`src/rtl/ht_head_lookup.sv`:
```
// ht_head_lookup: hashes commands to buckets, reads the head table and
// emits one task per command in order, patching pointers from snooped writes.
// Ports: clk_i/rst_i; cmd_i/cmd_valid_i/cmd_ready_o in; ht_rd_* head-table
// read port; snoop_wr_* head-table write snoop; task_o/task_valid_o/task_ready_i out.

package hash_table;
  localparam int KEY_WIDTH        = 20;
  localparam int VALUE_WIDTH      = 16;
  localparam int BUCKET_WIDTH     = 8;
  localparam int TABLE_ADDR_WIDTH = 8;

  typedef enum logic [1:0] {
    OP_SEARCH = 2'd0,
    OP_INSERT = 2'd1,
    OP_DELETE = 2'd2,
    OP_NOP    = 2'd3
  } ht_opcode_t;

  typedef struct packed {
    ht_opcode_t             opcode;
    logic [KEY_WIDTH-1:0]   key;
    logic [VALUE_WIDTH-1:0] value;
  } ht_command_t;

  typedef struct packed {
    ht_command_t                 cmd;
    logic [BUCKET_WIDTH-1:0]     bucket;
    logic [TABLE_ADDR_WIDTH-1:0] head_ptr;
    logic                        head_ptr_val;
  } ht_pdata_t;
endpackage

module ht_head_lookup #(
  parameter int RAM_LATENCY  = 2,
  parameter int BUCKET_WIDTH = hash_table::BUCKET_WIDTH,
  parameter int A_WIDTH      = hash_table::TABLE_ADDR_WIDTH,
  parameter int FIFO_DEPTH   = 4
) (
  input  logic                    clk_i,
  input  logic                    rst_i,
  input  hash_table::ht_command_t cmd_i,
  input  logic                    cmd_valid_i,
  output logic                    cmd_ready_o,
  output logic [BUCKET_WIDTH-1:0] ht_rd_addr_o,
  output logic                    ht_rd_en_o,
  input  logic [A_WIDTH-1:0]      ht_rd_ptr_i,
  input  logic                    ht_rd_ptr_val_i,
  input  logic                    snoop_wr_en_i,
  input  logic [BUCKET_WIDTH-1:0] snoop_wr_addr_i,
  input  logic [A_WIDTH-1:0]      snoop_wr_ptr_i,
  input  logic                    snoop_wr_ptr_val_i,
  output hash_table::ht_pdata_t   task_o,
  output logic                    task_valid_o,
  input  logic                    task_ready_i
);

  localparam int KW  = hash_table::KEY_WIDTH;
  localparam int NSL = (KW + BUCKET_WIDTH - 1) / BUCKET_WIDTH;
  localparam int PW  = $clog2(FIFO_DEPTH);
  localparam int CW  = $clog2(FIFO_DEPTH + RAM_LATENCY + 1) + 1;
  localparam int LL  = RAM_LATENCY - 1;

  typedef logic [BUCKET_WIDTH-1:0] bkt_t;
  typedef logic [A_WIDTH-1:0]      ptr_t;

  // hash: xor-fold of the key, top slice zero padded
  logic [NSL*BUCKET_WIDTH-1:0] key_pad;
  bkt_t                        hash_bkt;

  always_comb begin
    key_pad         = '0;
    key_pad[KW-1:0] = cmd_i.key;
    hash_bkt        = '0;
    for (int i = 0; i < NSL; i++) begin
      hash_bkt = hash_bkt ^ key_pad[i*BUCKET_WIDTH +: BUCKET_WIDTH];
    end
  end

  // credit: registered counts only, a pop frees credit next cycle
  logic [CW-1:0] infl_cnt;
  logic [CW-1:0] fifo_cnt;
  logic [CW:0]   used;
  logic          accept;

  assign used        = {1'b0, infl_cnt} + {1'b0, fifo_cnt};
  assign cmd_ready_o = !rst_i && (used < (CW+1)'(FIFO_DEPTH));
  assign accept      = cmd_valid_i && cmd_ready_o;
  assign ht_rd_en_o   = accept;
  assign ht_rd_addr_o = accept ? hash_bkt : '0;

  // shadow pipeline tracking reads in flight
  logic [LL:0]             sh_vld;
  logic [LL:0]             sh_fwd;
  logic [LL:0]             sh_pv;
  logic [LL:0]             sh_hit;
  hash_table::ht_command_t sh_cmd [RAM_LATENCY];
  bkt_t                    sh_bkt [RAM_LATENCY];
  ptr_t                    sh_ptr [RAM_LATENCY];
  logic                    acc_hit;

  always_comb begin
    sh_hit = '0;
    for (int i = 0; i < RAM_LATENCY; i++) begin
      sh_hit[i] = snoop_wr_en_i && (sh_bkt[i] == snoop_wr_addr_i);
    end
    acc_hit = snoop_wr_en_i && (hash_bkt == snoop_wr_addr_i);
  end

  // a snoop in the read cycle itself must override the read-old RAM data
  always_ff @(posedge clk_i or posedge rst_i) begin
    if (rst_i) begin
      sh_vld <= '0;
      sh_fwd <= '0;
      sh_pv  <= '0;
      for (int i = 0; i < RAM_LATENCY; i++) begin
        sh_cmd[i] <= '0;
        sh_bkt[i] <= '0;
        sh_ptr[i] <= '0;
      end
    end else begin
      sh_vld[0] <= accept;
      sh_cmd[0] <= cmd_i;
      sh_bkt[0] <= hash_bkt;
      sh_fwd[0] <= acc_hit;
      sh_ptr[0] <= snoop_wr_ptr_i;
      sh_pv[0]  <= snoop_wr_ptr_val_i;
      for (int i = 1; i < RAM_LATENCY; i++) begin
        sh_vld[i] <= sh_vld[i-1];
        sh_cmd[i] <= sh_cmd[i-1];
        sh_bkt[i] <= sh_bkt[i-1];
        if (sh_hit[i-1]) begin
          sh_fwd[i] <= 1'b1;
          sh_ptr[i] <= snoop_wr_ptr_i;
          sh_pv[i]  <= snoop_wr_ptr_val_i;
        end else begin
          sh_fwd[i] <= sh_fwd[i-1];
          sh_ptr[i] <= sh_ptr[i-1];
          sh_pv[i]  <= sh_pv[i-1];
        end
      end
    end
  end

  // entry leaving the pipeline into the fifo tail
  logic                  push;
  logic                  pop;
  hash_table::ht_pdata_t push_data;

  assign push = sh_vld[LL];

  always_comb begin
    push_data.cmd    = sh_cmd[LL];
    push_data.bucket = sh_bkt[LL];
    if (sh_hit[LL]) begin
      push_data.head_ptr     = snoop_wr_ptr_i;
      push_data.head_ptr_val = snoop_wr_ptr_val_i;
    end else if (sh_fwd[LL]) begin
      push_data.head_ptr     = sh_ptr[LL];
      push_data.head_ptr_val = sh_pv[LL];
    end else begin
      push_data.head_ptr     = ht_rd_ptr_i;
      push_data.head_ptr_val = ht_rd_ptr_val_i;
    end
  end

  // first-word-fall-through output fifo
  hash_table::ht_pdata_t fifo_q [FIFO_DEPTH];
  logic [PW-1:0]         wr_ptr;
  logic [PW-1:0]         rd_ptr;

  assign task_valid_o = (fifo_cnt != '0);
  assign task_o       = fifo_q[rd_ptr];
  assign pop          = task_valid_o && task_ready_i;

  always_ff @(posedge clk_i or posedge rst_i) begin
    if (rst_i) begin
      wr_ptr   <= '0;
      rd_ptr   <= '0;
      fifo_cnt <= '0;
      infl_cnt <= '0;
      for (int i = 0; i < FIFO_DEPTH; i++) begin
        fifo_q[i] <= '0;
      end
    end else begin
      for (int i = 0; i < FIFO_DEPTH; i++) begin
        if (snoop_wr_en_i && (fifo_q[i].bucket == snoop_wr_addr_i)) begin
          fifo_q[i].head_ptr     <= snoop_wr_ptr_i;
          fifo_q[i].head_ptr_val <= snoop_wr_ptr_val_i;
        end
      end
      if (push) begin
        fifo_q[wr_ptr] <= push_data;
      end
      wr_ptr   <= wr_ptr + PW'(push);
      rd_ptr   <= rd_ptr + PW'(pop);
      fifo_cnt <= fifo_cnt + CW'(push) - CW'(pop);
      infl_cnt <= infl_cnt + CW'(accept) - CW'(push);
    end
  end

  // credit makes this unreachable
  always @(posedge clk_i) begin
    if (!rst_i) begin
      assert (!(push && (fifo_cnt == CW'(FIFO_DEPTH))));
    end
  end

endmodule
```
`config.mk`:
```
export PLATFORM = sky130hd
export DESIGN_NAME = ht_head_lookup
export DESIGN_NICKNAME = d
export VERILOG_FILES = /design/src/rtl/ht_head_lookup.sv
export SDC_FILE = /design/constraint.sdc
export NUM_CORES = 1
export LEC_CHECK = 0
export CAP_MARGIN = 15
export CORE_ASPECT_RATIO = 0.8
export CORE_MARGIN = 1
export CORE_UTILIZATION = 57
export CTS_CLUSTER_SIZE = 30
export DETAILED_ROUTE_END_ITERATION = 6
export PLACE_DENSITY = 0.8
export SYNTH_ARGS = -nofsm -noshare
export SYNTH_HDL_FRONTEND = slang
export SYNTH_SLANG_ARGS = --single-unit
```
`constraint.sdc`:
```
create_clock -name clk_i -period 12.9 [get_ports clk_i]
set_clock_uncertainty 0.15 [all_clocks]
set_input_delay 1.29 -clock clk_i [delete_from_list [all_inputs] [get_ports clk_i]]
set_output_delay 1.29 -clock clk_i [all_outputs]
set_load 0.02 [all_outputs]
```
==> results.tsv <==
stage	metric	value	unit
worst_hold_path	whs_path_depth	0	
die	ios	135	
logic_synthesis	synthFlopType	dfrtp_1	
die	rows	51	
setup_path	path_cells	clkdlybuf4s50_1, nor4_1, nand2_1, a31oi_1, nand2_1, nor2_1, clkdlybuf4s50_1	
clocking	clock_sinks	346	
setup_path	worstSetupPathType	in2out	
clocking	htree_levels	2	
sta	setup_violations	0	
setup_path	critPathLaunchType	input port	
logic_synthesis	syn_inst	1113	
placement	placed_cells	1515	
placement	port_buffers	134	
sta	rsz0062_at_grt	false	
grt	grt_pass1_vias	9638	
run_status	status	finished with violations	
clocking	ctsResizeCount	0	
clocking	cts-root-buf	clkbuf_16	
worst_hold_path	worst_hold_startpoint	sh_cmd[57]	
setup_path	rr_endpoint	fifo_q[173]	
route	drc	21	
cells_and_area	nets	1319	
pwr	peakVddDrop	0.000167	V
sta	worst_pin_slew	1090	ps
sta	finalCritPeriodShare	0.390	
placement	place.gp.congestion	0.810	
setup_path	critPathBufInv	2	
setup_path	cp-end-kind	output pin	
route	dr_total_vias	9102	
setup_path	cpMaxStageDelayCell	clkdlybuf4s50_1	
logic_synthesis	yosys.area.top_type	dfrtp_1	
grt	antenna_found_initial	3	
logic_synthesis	synth_top_area_share	0.600	
setup_path	crit_fanout	8	
run_status	violations	design-rule violations	
logic_synthesis	synthArstFlopShare	1.00	
die	start_util	0.587	
sta	hold_viol	0	
sta	fin_tns_setup	0	ps
route	antenna_left	0	
setup_path	cp.arrival	3590	ps
die	fp.dieH	144	um
logic_synthesis	netlist_area	14400	um2
cells_and_area	final_area	17100	um2
setup_path	ff2ff_setup_slack	9630	ps
cells_and_area	drive_gt1_frac	0.209	
route	firstDrtPassIters	7	
clocking	cts.path.max_buffers	3	
logic_synthesis	netlist-cell-type-count	35	
logic_synthesis	synth_area_leaders	dfrtp_1 (60%), mux2_2 (8.6%), mux4_2 (8.6%)	
setup_path	crit_required	11460	ps
worst_hold_path	min_path_type	reg2reg	
setup_path	rr_worst_depth	5	
logic_synthesis	avgSynthCellArea	13.0	um2
sta	slew_headroom	0.271	
grt	grt_first_pass_wirelength	53200	um
clocking	clk_pin_slew	60	ps
clocking	clkLatencyLatePin	510	ps
grt	grt_max_degree	199	
logic_synthesis	syn-num-nets	1198	
route	routed_via_density	5.78	
route	drt_iter0_drc	676	
placement	postPlaceCellArea	16000	um2
pwr	leakage	7.87	nW
logic_synthesis	yosysSeqAreaShare	0.600	
logic_synthesis	ys_ff_latch	346	
sta	report.final.slew_viol_count	0	
logic_synthesis	synth_edf_count	0	
worst_hold_path	hold_end	push_data[36]	
sta	period_minus_slack	5030	ps
grt	grt.total_usage	0.267	
cells_and_area	area_growth	18.8	%
die	dieArea	26000	um2
clocking	cts_tree	built	
route	totalWireLength	32900	um
clocking	cts_made_buffers	35	
die	die_w	180	um
sta	holdWs	196	ps
pwr	powerDensity	224	nW/um2
run	max-cap-violations	0	
setup_path	cpLargestDelayFamily	buffers and inverters	
placement	dp_hpwl	19700	um
setup_path	max_stage_delay	630	ps
cells_and_area	final_cells	1576	
die	design.core.area	24600	um2
clocking	post_cts_buffers	0	
setup_path	worst-path-stages	7	
sta	max_freq	199	MHz
logic_synthesis	yosysWarnings	0	
grt	overflow	0	
route	wl_per_cell	20.9	um
setup_path	rr_startpoint	sh_vld[1]	
cells_and_area	fill_cells	1668	
clocking	hold_buffers	0	
final cells by class:
class | instances | area (um2) | share of cell area
sequential | 346 | 8670 | 0.506
antenna | 1 | 2.50 | 0.000146
clock inverter | 13 | 121 | 0.00708
clock buffer | 47 | 1000 | 0.0586
tap | 318 | 398 | 0.0232
timing repair buffer | 141 | 1410 | 0.0821
inverter | 34 | 135 | 0.00789
multi-input combinational | 676 | 5400 | 0.315
registers in the layout (all words and copies together) (netlist names):
name,flops
fifo_cnt,4
fifo_q,220
infl_cnt,4
push_data,46
rd_ptr,2
sh_bkt,8
sh_cmd,38
sh_fwd,2
sh_ptr,16
sh_pv,2
sh_vld,2
wr_ptr,2
cells in the final DEF, fill, tap and decap left out, types with 23 or more instances in the layout:
master,n
clkbuf_16,37
clkdlybuf4s50_1,134
dfrtp_1,344
inv_1,32
mux2_2,110
mux4_2,55
nand2_1,284
nand3_1,23
xnor2_1,40
xor2_1,35
cells by family after synthesis:
| group | Yosys count | share of synthesized area |
|---|---|---|
| AND/OR/NAND/NOR | 344 | 0.0971 |
| XOR/XNOR | 75 | 0.0455 |
| flip-flops | 346 | 0.600 |
| adder cells (fa/ha/maj) | 16 | 0.0149 |
| AO/OA/AOI/OAI | 65 | 0.0358 |
| multiplexers | 176 | 0.180 |
| buffers and inverters | 91 | 0.0265 |
Yosys cell counts, types with 5 or more instances:
| cell | count |
|---|---|
| o221a_2 | 18 |
| nand4_1 | 6 |
| nor4_1 | 6 |
| dfrtp_1 | 346 |
| buf_1 | 5 |
| xor2_1 | 35 |
| mux2i_1 | 9 |
| clkbuf_1 | 30 |
| nand2_1 | 284 |
| a21oi_1 | 20 |
| xnor2_1 | 40 |
| mux4_2 | 55 |
| nor2_1 | 11 |
| o22ai_1 | 18 |
| ha_1 | 14 |
| nand3_1 | 24 |
| buf_2 | 20 |
| inv_1 | 34 |
| mux2_2 | 110 |
report_power, final:
| group | switching [mW] | total (mW) | leakage (nW) | internal [mW] |
|---|---|---|---|---|
| combinational | 0.503 | 1.16 | 3.00 | 0.658 |
| sequential | 0.297 | 1.69 | 4.31 | 1.39 |
| clock | 0.407 | 0.993 | 0.560 | 0.586 |
metal layers:
layer / routed length [um] / part of all wire / global-route usage / up-vias
li1: - / - / - / 4039
met1: 14100 / 0.43 / 0.370 / 4658
met2: 15900 / 0.48 / 0.441 / 346
met3: 2450 / 0.074 / 0.0549 / 55
met4: 493 / 0.015 / 0.0603 / 4
met5: 32 / 0.00097 / 0 / -
how the worst max path moves through the flow:
| stage | startpoint | end | slack (ps) |
|---|---|---|---|
| 6_report | rst_i | ht_rd_addr_o[1] | 7870 |
| 5_1_grt | rst_i | ht_rd_addr_o[1] | 7710 |
| 4_1_cts | rst_i | ht_rd_addr_o[7] | 7890 |
| 3_5_place_dp | rst_i | ht_rd_addr_o[1] | 7910 |
| 3_3_place_gp | rst_i | ht_rd_en_o | 7940 |
| 2_1_floorplan | rst_i | fifo_cnt[0] | 1870 |
stage by stage:
| step | setup WS (ps) | util | power [mW] |
|---|---|---|---|
| after floorplan | 1870 | - | 2.41 |
| after global placement | 7940 | 0.652 | 2.81 |
| after detailed placement | 7910 | 0.652 | 2.86 |
| after CTS | 7890 | 0.697 | 3.88 |
| after global routing | 7710 | 0.697 | 4.05 |
| final | 7870 | 0.698 | 3.85 |
No activity file was read; power rests on OpenSTA's default activity.
